`src/rtl/parity_ser_tx.sv`:
```
// Serial parity transmitter: sends a parallel word MSB-first and then one parity bit.
// The parity bit is accumulated as the data bits leave the shift register.
module parity_ser_tx #(
  parameter int DATA_W = 32
) (
  input  logic              clk,
  input  logic              rst_n,
  input  logic [DATA_W-1:0] din,
  input  logic              sel,
  input  logic              din_valid,
  output logic              din_ready,
  output logic              dout,
  output logic              dout_valid,
  output logic              dout_last
);

  localparam int CW = (DATA_W > 1) ? $clog2(DATA_W) : 1;
  localparam logic [CW-1:0] CNT_LOAD = CW'(DATA_W - 1);

  typedef enum logic [1:0] {
    IDLE   = 2'd0,
    SHIFT  = 2'd1,
    PARITY = 2'd2
  } state_t;

  state_t            state_reg, state_next;
  logic [DATA_W-1:0] shift_reg, shift_next;
  logic [CW-1:0]     cnt_reg, cnt_next;
  logic              acc_reg, acc_next;
  logic              accept;

  always_ff @(posedge clk or negedge rst_n) begin
    if (!rst_n) begin
      state_reg <= IDLE;
      shift_reg <= '0;
      cnt_reg   <= '0;
      acc_reg   <= 1'b0;
    end else begin
      state_reg <= state_next;
      shift_reg <= shift_next;
      cnt_reg   <= cnt_next;
      acc_reg   <= acc_next;
    end
  end

  assign accept = din_valid && din_ready;

  always_comb begin
    state_next = state_reg;
    shift_next = shift_reg;
    cnt_next   = cnt_reg;
    acc_next   = acc_reg;
    unique case (state_reg)
      IDLE: begin
        if (accept) begin
          state_next = SHIFT;
          shift_next = din;
          cnt_next   = CNT_LOAD;
          acc_next   = ~sel;
        end
      end
      SHIFT: begin
        shift_next = {shift_reg[DATA_W-2:0], 1'b0};
        acc_next   = acc_reg ^ shift_reg[DATA_W-1];
        // Reaching zero ends the data phase before the counter could wrap.
        if (cnt_reg == '0) begin
          state_next = PARITY;
        end else begin
          cnt_next = cnt_reg - 1'b1;
        end
      end
      PARITY: begin
        if (accept) begin
          state_next = SHIFT;
          shift_next = din;
          cnt_next   = CNT_LOAD;
          acc_next   = ~sel;
        end else begin
          state_next = IDLE;
        end
      end
      default: begin
        state_next = IDLE;
      end
    endcase
  end

  // Moore outputs decoded purely from registered state, so reset clears them at once.
  always_comb begin
    din_ready  = (state_reg != SHIFT);
    dout_valid = (state_reg == SHIFT) || (state_reg == PARITY);
    dout_last  = (state_reg == PARITY);
    dout       = 1'b0;
    if (state_reg == SHIFT) begin
      dout = shift_reg[DATA_W-1];
    end else if (state_reg == PARITY) begin
      dout = acc_reg;
    end
  end

endmodule

```
`config.mk`:
```
export PLATFORM = sky130hd
export DESIGN_NAME = parity_ser_tx
export DESIGN_NICKNAME = d
export VERILOG_FILES = /design/src/rtl/parity_ser_tx.sv
export SDC_FILE = /design/constraint.sdc
export NUM_CORES = 1
export LEC_CHECK = 0
export BUFFER_PORTS_ARGS = -buffer_cell sky130_fd_sc_hd__buf_2
export CORE_MARGIN = 2
export CORE_UTILIZATION = 55
export CTS_CLUSTER_SIZE = 40
export DETAILED_ROUTE_END_ITERATION = 10
export GPL_ROUTABILITY_DRIVEN = 0
export PLACE_DENSITY = 0.8
export SETUP_SLACK_MARGIN = 0.4
export SLEW_MARGIN = 15
export SYNTH_ARGS = -nofsm -noshare
export SYNTH_HDL_FRONTEND = slang
export SYNTH_SLANG_ARGS = --single-unit
```
`constraint.sdc`:
```
create_clock -name clk -period 2.3 [get_ports clk]
set_input_delay 0.23 -clock clk [delete_from_list [all_inputs] [get_ports clk]]
set_output_delay 0.23 -clock clk [all_outputs]
set_load 0.02 [all_outputs]
```
==> impl_metrics.tcl, run 1 <==
set metrics [dict create \
    clk_latency_ns 0.28 \
    slowest_stage "dfrtp_2" \
    drc 0 \
    final_area_mm2 0.00259 \
    crit_path_end_kind "register" \
    irDropWorstVdd_mv 0.802 \
    path_clk_slew_ns 0.07 \
    num_rows 22 \
    multi_input_area_mm2 0.00114 \
    grt_first_pass_wirelength_um 6840 \
    path_max_fanout 16 \
    final_nets 257 \
    floorplan.initialDensity 0.582 \
    crit_path_start_kind "register" \
    syn_nets 216 \
    avgViaCountPerCell 5.56 \
    die_w_um 66.9 \
    finalSetupTns_ns 0 \
    grt_use_total 0.206 \
    status "completed" \
    hold_path_class "primary input to asynchronous set/reset pin" \
    syn-cell-area_mm2 0.00218 \
    drt-total-wl_um 4180 \
    drtAntennaViolNets 0 \
    fmaxAchievable_mhz 534 \
    hold_viol_final 0 \
    wl_per_cell_um 15.9 \
    worst-r2r-cell-count 6 \
    fin_crit_sh 0.814 \
    r2r-end "shift_reg[22]" \
    layout-area-overhead-vs-synth_pct 18.9 \
    vias 1461 \
    hold_buffers 0 \
    clockBufferDepth 2 \
    drive_gt1_frac 0.595 \
    fp.dieArea_mm2 0.00448 \
    synth_top_area_frac 0.460 \
    setup_viol 0 \
    cts_buffers 5 \
    maxSlewHeadroom 0.416 \
    period_needed_ns 1.87 \
    worstPathArrival_ns 2.04 \
    drv_cap 0 \
    n_fill_cell 299 \
    yosysSeqAreaShare 0.460 \
    synth_common_cells "61 x mux2_2, 40 x dfrtp_1, 11 x inv_1, 6 x ha_1, 6 x o21ai_0" \
    synth_cell_types 32 \
    regArea_mm2 0.00100 \
    cts_sinks 40 \
    synth_edf_count 0 \
    boundaryPins 40 \
    cts_tree "done" \
    synthCells 174 \
    synth.avg_cell_area_um2 12.5 \
    cp_top_family "flip-flops" \
    htreeDepth 2 \
    r2r_start "state_reg[0]" \
    drt_first_pass_iters 4 \
    max_stage_delay_ns 0.42 \
    slew_violations 0 \
    path_cells "inv_2 > ha_4 > or2_4 > a21oi_4 > clkbuf_16 > mux2_2" \
    ys_dominant_reg_cell "dfrtp_1" \
    drt_iter0_drc 101 \
    yosysMostFrequentCell "mux2_2" \
    synth_largest_area_cell "dfrtp_1" \
    antenna_found_initial 0 \
    worst_pin_slew_ns 0.877 \
    async_flop_share 1.00 \
    grt_max_degree 41 \
    rsz0062_at_grt "true" \
    ff2ff_setup_slack_ns 0.43 \
    synth_area_leaders "dfrtp_1 46%, mux2_2 32%, ha_1 3.4%" \
    path_buf_inv 2 \
    dpl_cell_area_mm2 0.00245 \
    finClkSkew_ns 0.00619 \
    p_leak_nw 1.14 \
    path_class "register to register" \
    ys_warn_count 0 \
    ys_ff_latch 40 \
    post-dp-hpwl_um 2980 \
    grt_overflow 0 \
    grt_pass1_vias 1513 \
    die_h_um 66.9 \
    core-area_mm2 0.00374 \
    io_buffer_count 39 \
    p_per_area_mw_per_mm2 1520 \
    clockRootBuffer "clkbuf_8" \
    largest_reg_flops 32 \
    required_ns 2.47 \
    antennaDiodeCount 0 \
]
[what timing repair did]
action	4_1_cts	5_1_grt
endpoints found under the hold margin	0	0
cloned	0	1
setup endpoints to repair	35	35
setup buffers	0	1
gates resized for setup	4	6
[layout make-up]
class / count / area share
Clock buffer: 6 / 0.0280
Timing Repair Buffer: 44 / 0.103
Tap cell: 48 / 0.0232
Multi-Input combinational cell: 113 / 0.441
Inverter: 11 / 0.0159
Sequential cell: 40 / 0.387
Clock inverter: 1 / 0.00193
[kinds of logic after synthesis]
logic type	after synthesis	synth area share
compound gates	20	0.0672
fa+ha+maj	6	0.0345
buf+inv	21	0.0471
flops	40	0.460
mux	64	0.331
simple gates	23	0.0603
[worst max path at each step]
stage / to / cells past startpoint / from / slack, ns
after detailed placement: shift_reg[16] / 6 / state_reg[0] / 0.24
after global routing: shift_reg[25] / 6 / state_reg[0] / 0.37
after floorplan: shift_reg[10] / 8 / state_reg[0] / 0.38
final: shift_reg[22] / 6 / state_reg[0] / 0.43
after CTS: shift_reg[16] / 6 / state_reg[1] / 0.40
after global placement: shift_reg[11] / 6 / state_reg[0] / 0.33
[routing by layer]
metal	share of wire	vias up	global-route usage
met3	0.040	8	0.0541
li1	-	701	-
met2	0.52	35	0.356
met5	0	-	0
met4	0.018	0	0.0663
met1	0.42	717	0.251
[where the power goes]
group,switching [mW],internal (mW),total (mW)
sequential,0.209,1.07,1.28
combinational,0.934,1.28,2.22
clock,0.223,0.206,0.429
[placed cells by master (no fill, tap or decap), types with 4 or more instances in the layout]
cell type,count
dfrtp_1,38
inv_1,9
clkbuf_8,5
o21ai_0,6
nor3_1,4
mux2_2,61
nand2_1,5
buf_2,39
[per-stage QoR]
stage	hold slack [ns]	setup WS, ns	util	instances	power [mW]
3_5_place_dp	0.400	0.238	0.655	254	3.38
3_3_place_gp	0.374	0.328	0.655	254	3.22
4_1_cts	0.0893	0.398	0.677	261	3.85
5_1_grt	0.126	0.374	0.692	263	4.21
2_1_floorplan	-0.0656	0.382	-	174	3.05
6_report	0.0617	0.427	0.692	263	3.93
No activity file was read; power rests on OpenSTA's default activity.
==> run 2: changes to the inputs <==
==> constraint.sdc (replaced) <==
create_clock -name clk -period 1.8 [get_ports clk]
set_input_delay 0.18 -clock clk [delete_from_list [all_inputs] [get_ports clk]]
set_output_delay 0.18 -clock clk [all_outputs]
set_load 0.02 [all_outputs]
==> run 2 against run 1 <==
Effect of this change: the flow now finishes with violations (negative setup slack); via count up 7.6%; die area unchanged; design area up 15%; sequential power up 28%; routed wire length up 13%; global-route usage up 3.3 points; register-to-register slack worse by 0.46 ns; clock power up 68%; final cell count up 9.5%; fmax up 2.4%; first-iteration DRC count down 35%; worst hold slack better by 0.10 ns.
==> impl_metrics.tcl, run 2 (synthesis gave the netlist of run 1 again) <==
set metrics [dict create \
    status "complete, but fails checks" \
    violations "negative setup slack" \
    worst_pin_slew_ns 0.508 \
    core-area_mm2 0.00374 \
    io_buffer_count 39 \
    worst_slack_ns -0.0298 \
    path_class "register to register" \
    path_clk_slew_ns 0.08 \
    drt_iter0_drc 66 \
    floorplan.initialDensity 0.582 \
    worstPathArrival_ns 2.01 \
    num_rows 22 \
    slew_violations 0 \
    grt_max_degree 41 \
    period_needed_ns 1.83 \
    final_area_mm2 0.00297 \
    crit_path_start_kind "register" \
    vias 1572 \
    n_fill_cell 228 \
    fmaxAchievable_mhz 547 \
    grt_overflow 0 \
    boundaryPins 40 \
    final_nets 281 \
    p_leak_nw 1.36 \
    drive_gt1_frac 0.675 \
    regArea_mm2 0.00100 \
    setup_viol 22 \
    wl_per_cell_um 16.4 \
    drv_cap 0 \
    grt_pass1_vias 1627 \
    drtAntennaViolNets 0 \
    rsz0062_at_grt "true" \
    most-common-layout-cells "44 x mux2_2, 39 x dfrtp_1, 38 x buf_2, 21 x buf_4, 18 x mux2_4" \
    clockRootBuffer "clkbuf_8" \
    required_ns 1.98 \
    dp_cells 265 \
    maxSlewHeadroom 0.662 \
    path_max_fanout 16 \
    grt_use_total 0.240 \
    antennaDiodeCount 0 \
    irDropWorstVdd_mv 1.09 \
    drc 0 \
    crit_path_end_kind "register" \
    largest_reg_flops 32 \
    multi_input_area_mm2 0.00128 \
    die_h_um 66.9 \
    p_per_area_mw_per_mm2 2040 \
    finClkSkew_ns 0.00620 \
    drt_first_pass_iters 4 \
    cts_buffers 5 \
    final_common_cell "mux2_2" \
    grt_first_pass_wirelength_um 7760 \
    fin_crit_sh 1.02 \
    cts_tree "done" \
    dpl_cell_area_mm2 0.00255 \
    clk_latency_ns 0.29 \
    pre_cts_ws_ns -0.105 \
    layout-area-overhead-vs-synth_pct 36.5 \
    post-dp-hpwl_um 3010 \
    antenna_found_initial 0 \
    fp.dieArea_mm2 0.00448 \
    htreeDepth 2 \
    hold_viol_final 0 \
    drt-total-wl_um 4730 \
    avgViaCountPerCell 5.46 \
    cts_sinks 40 \
    hold_path_class "primary input to register" \
    finalPower_mw 6.07 \
    die_w_um 66.9 \
    final_cells 288 \
    clockBufferDepth 2 \
]
## run 2: path summary, 6_finish.rpt
kind                            slack (ns)          from           end  depth (start not counted)
worst min-delay path                  0.16        din[0]  shift_reg[0]                          3
max in group asynchronous             0.97         rst_n  state_reg[1]                          3
min in group asynchronous             0.47         rst_n  state_reg[1]                          3
worst max-delay path                 -0.03  state_reg[1]  shift_reg[8]                          6
worst max register to register       -0.03  state_reg[1]  shift_reg[8]                          6
worst min register to register        0.51  shift_reg[9]  shift_reg[9]                          1
## run 2: cell type report
cell class                 instances  area share
multi-input combinational        113       0.430
clock inverter                     3      0.0143
sequential                        40       0.337
inverter                          11      0.0147
timing repair buffer              68       0.161
tap                               48      0.0202
clock buffer                       5      0.0231
## run 2: worst max-delay path: stages, from the launching register on
cell and delay, ns:
dfrtp_2 0.43, inv_4 0.06, ha_4 0.17, or2_4 0.25, a21oi_4 0.25, buf_12 0.19, mux2_2 0.34
## run 2: through the flow
step	hold WS, ns	TNS (ns)	util
2_1_floorplan	-0.116	-3.71	-
3_3_place_gp	0.253	-0.890	0.682
3_5_place_dp	0.268	-3.00	0.682
4_1_cts	0.146	-0.697	0.766
5_1_grt	0.156	-1.98	0.794
6_report	0.161	-0.411	0.794
## run 2: power by group
group	switching [mW]	internal [mW]	leakage, nW
sequential	0.275	1.36	0.458
combinational	1.44	2.27	0.852
clock	0.312	0.410	0.0541
## run 2: routing by layer
metal / global-route usage / routed length (um)
met5: 0 / 0
met4: 0.115 / 87
met3: 0.0625 / 161
met2: 0.394 / 2410
met1: 0.292 / 2070
## run 2: timing repair
action                     CTS  global route
gates resized for setup     22            24
pin swaps                    7             2
hold buffers                 1             0
buffers inserted            10             2
hold endpoints to repair    40             0
setup endpoints to repair   43            43
gates cloned                 1             1
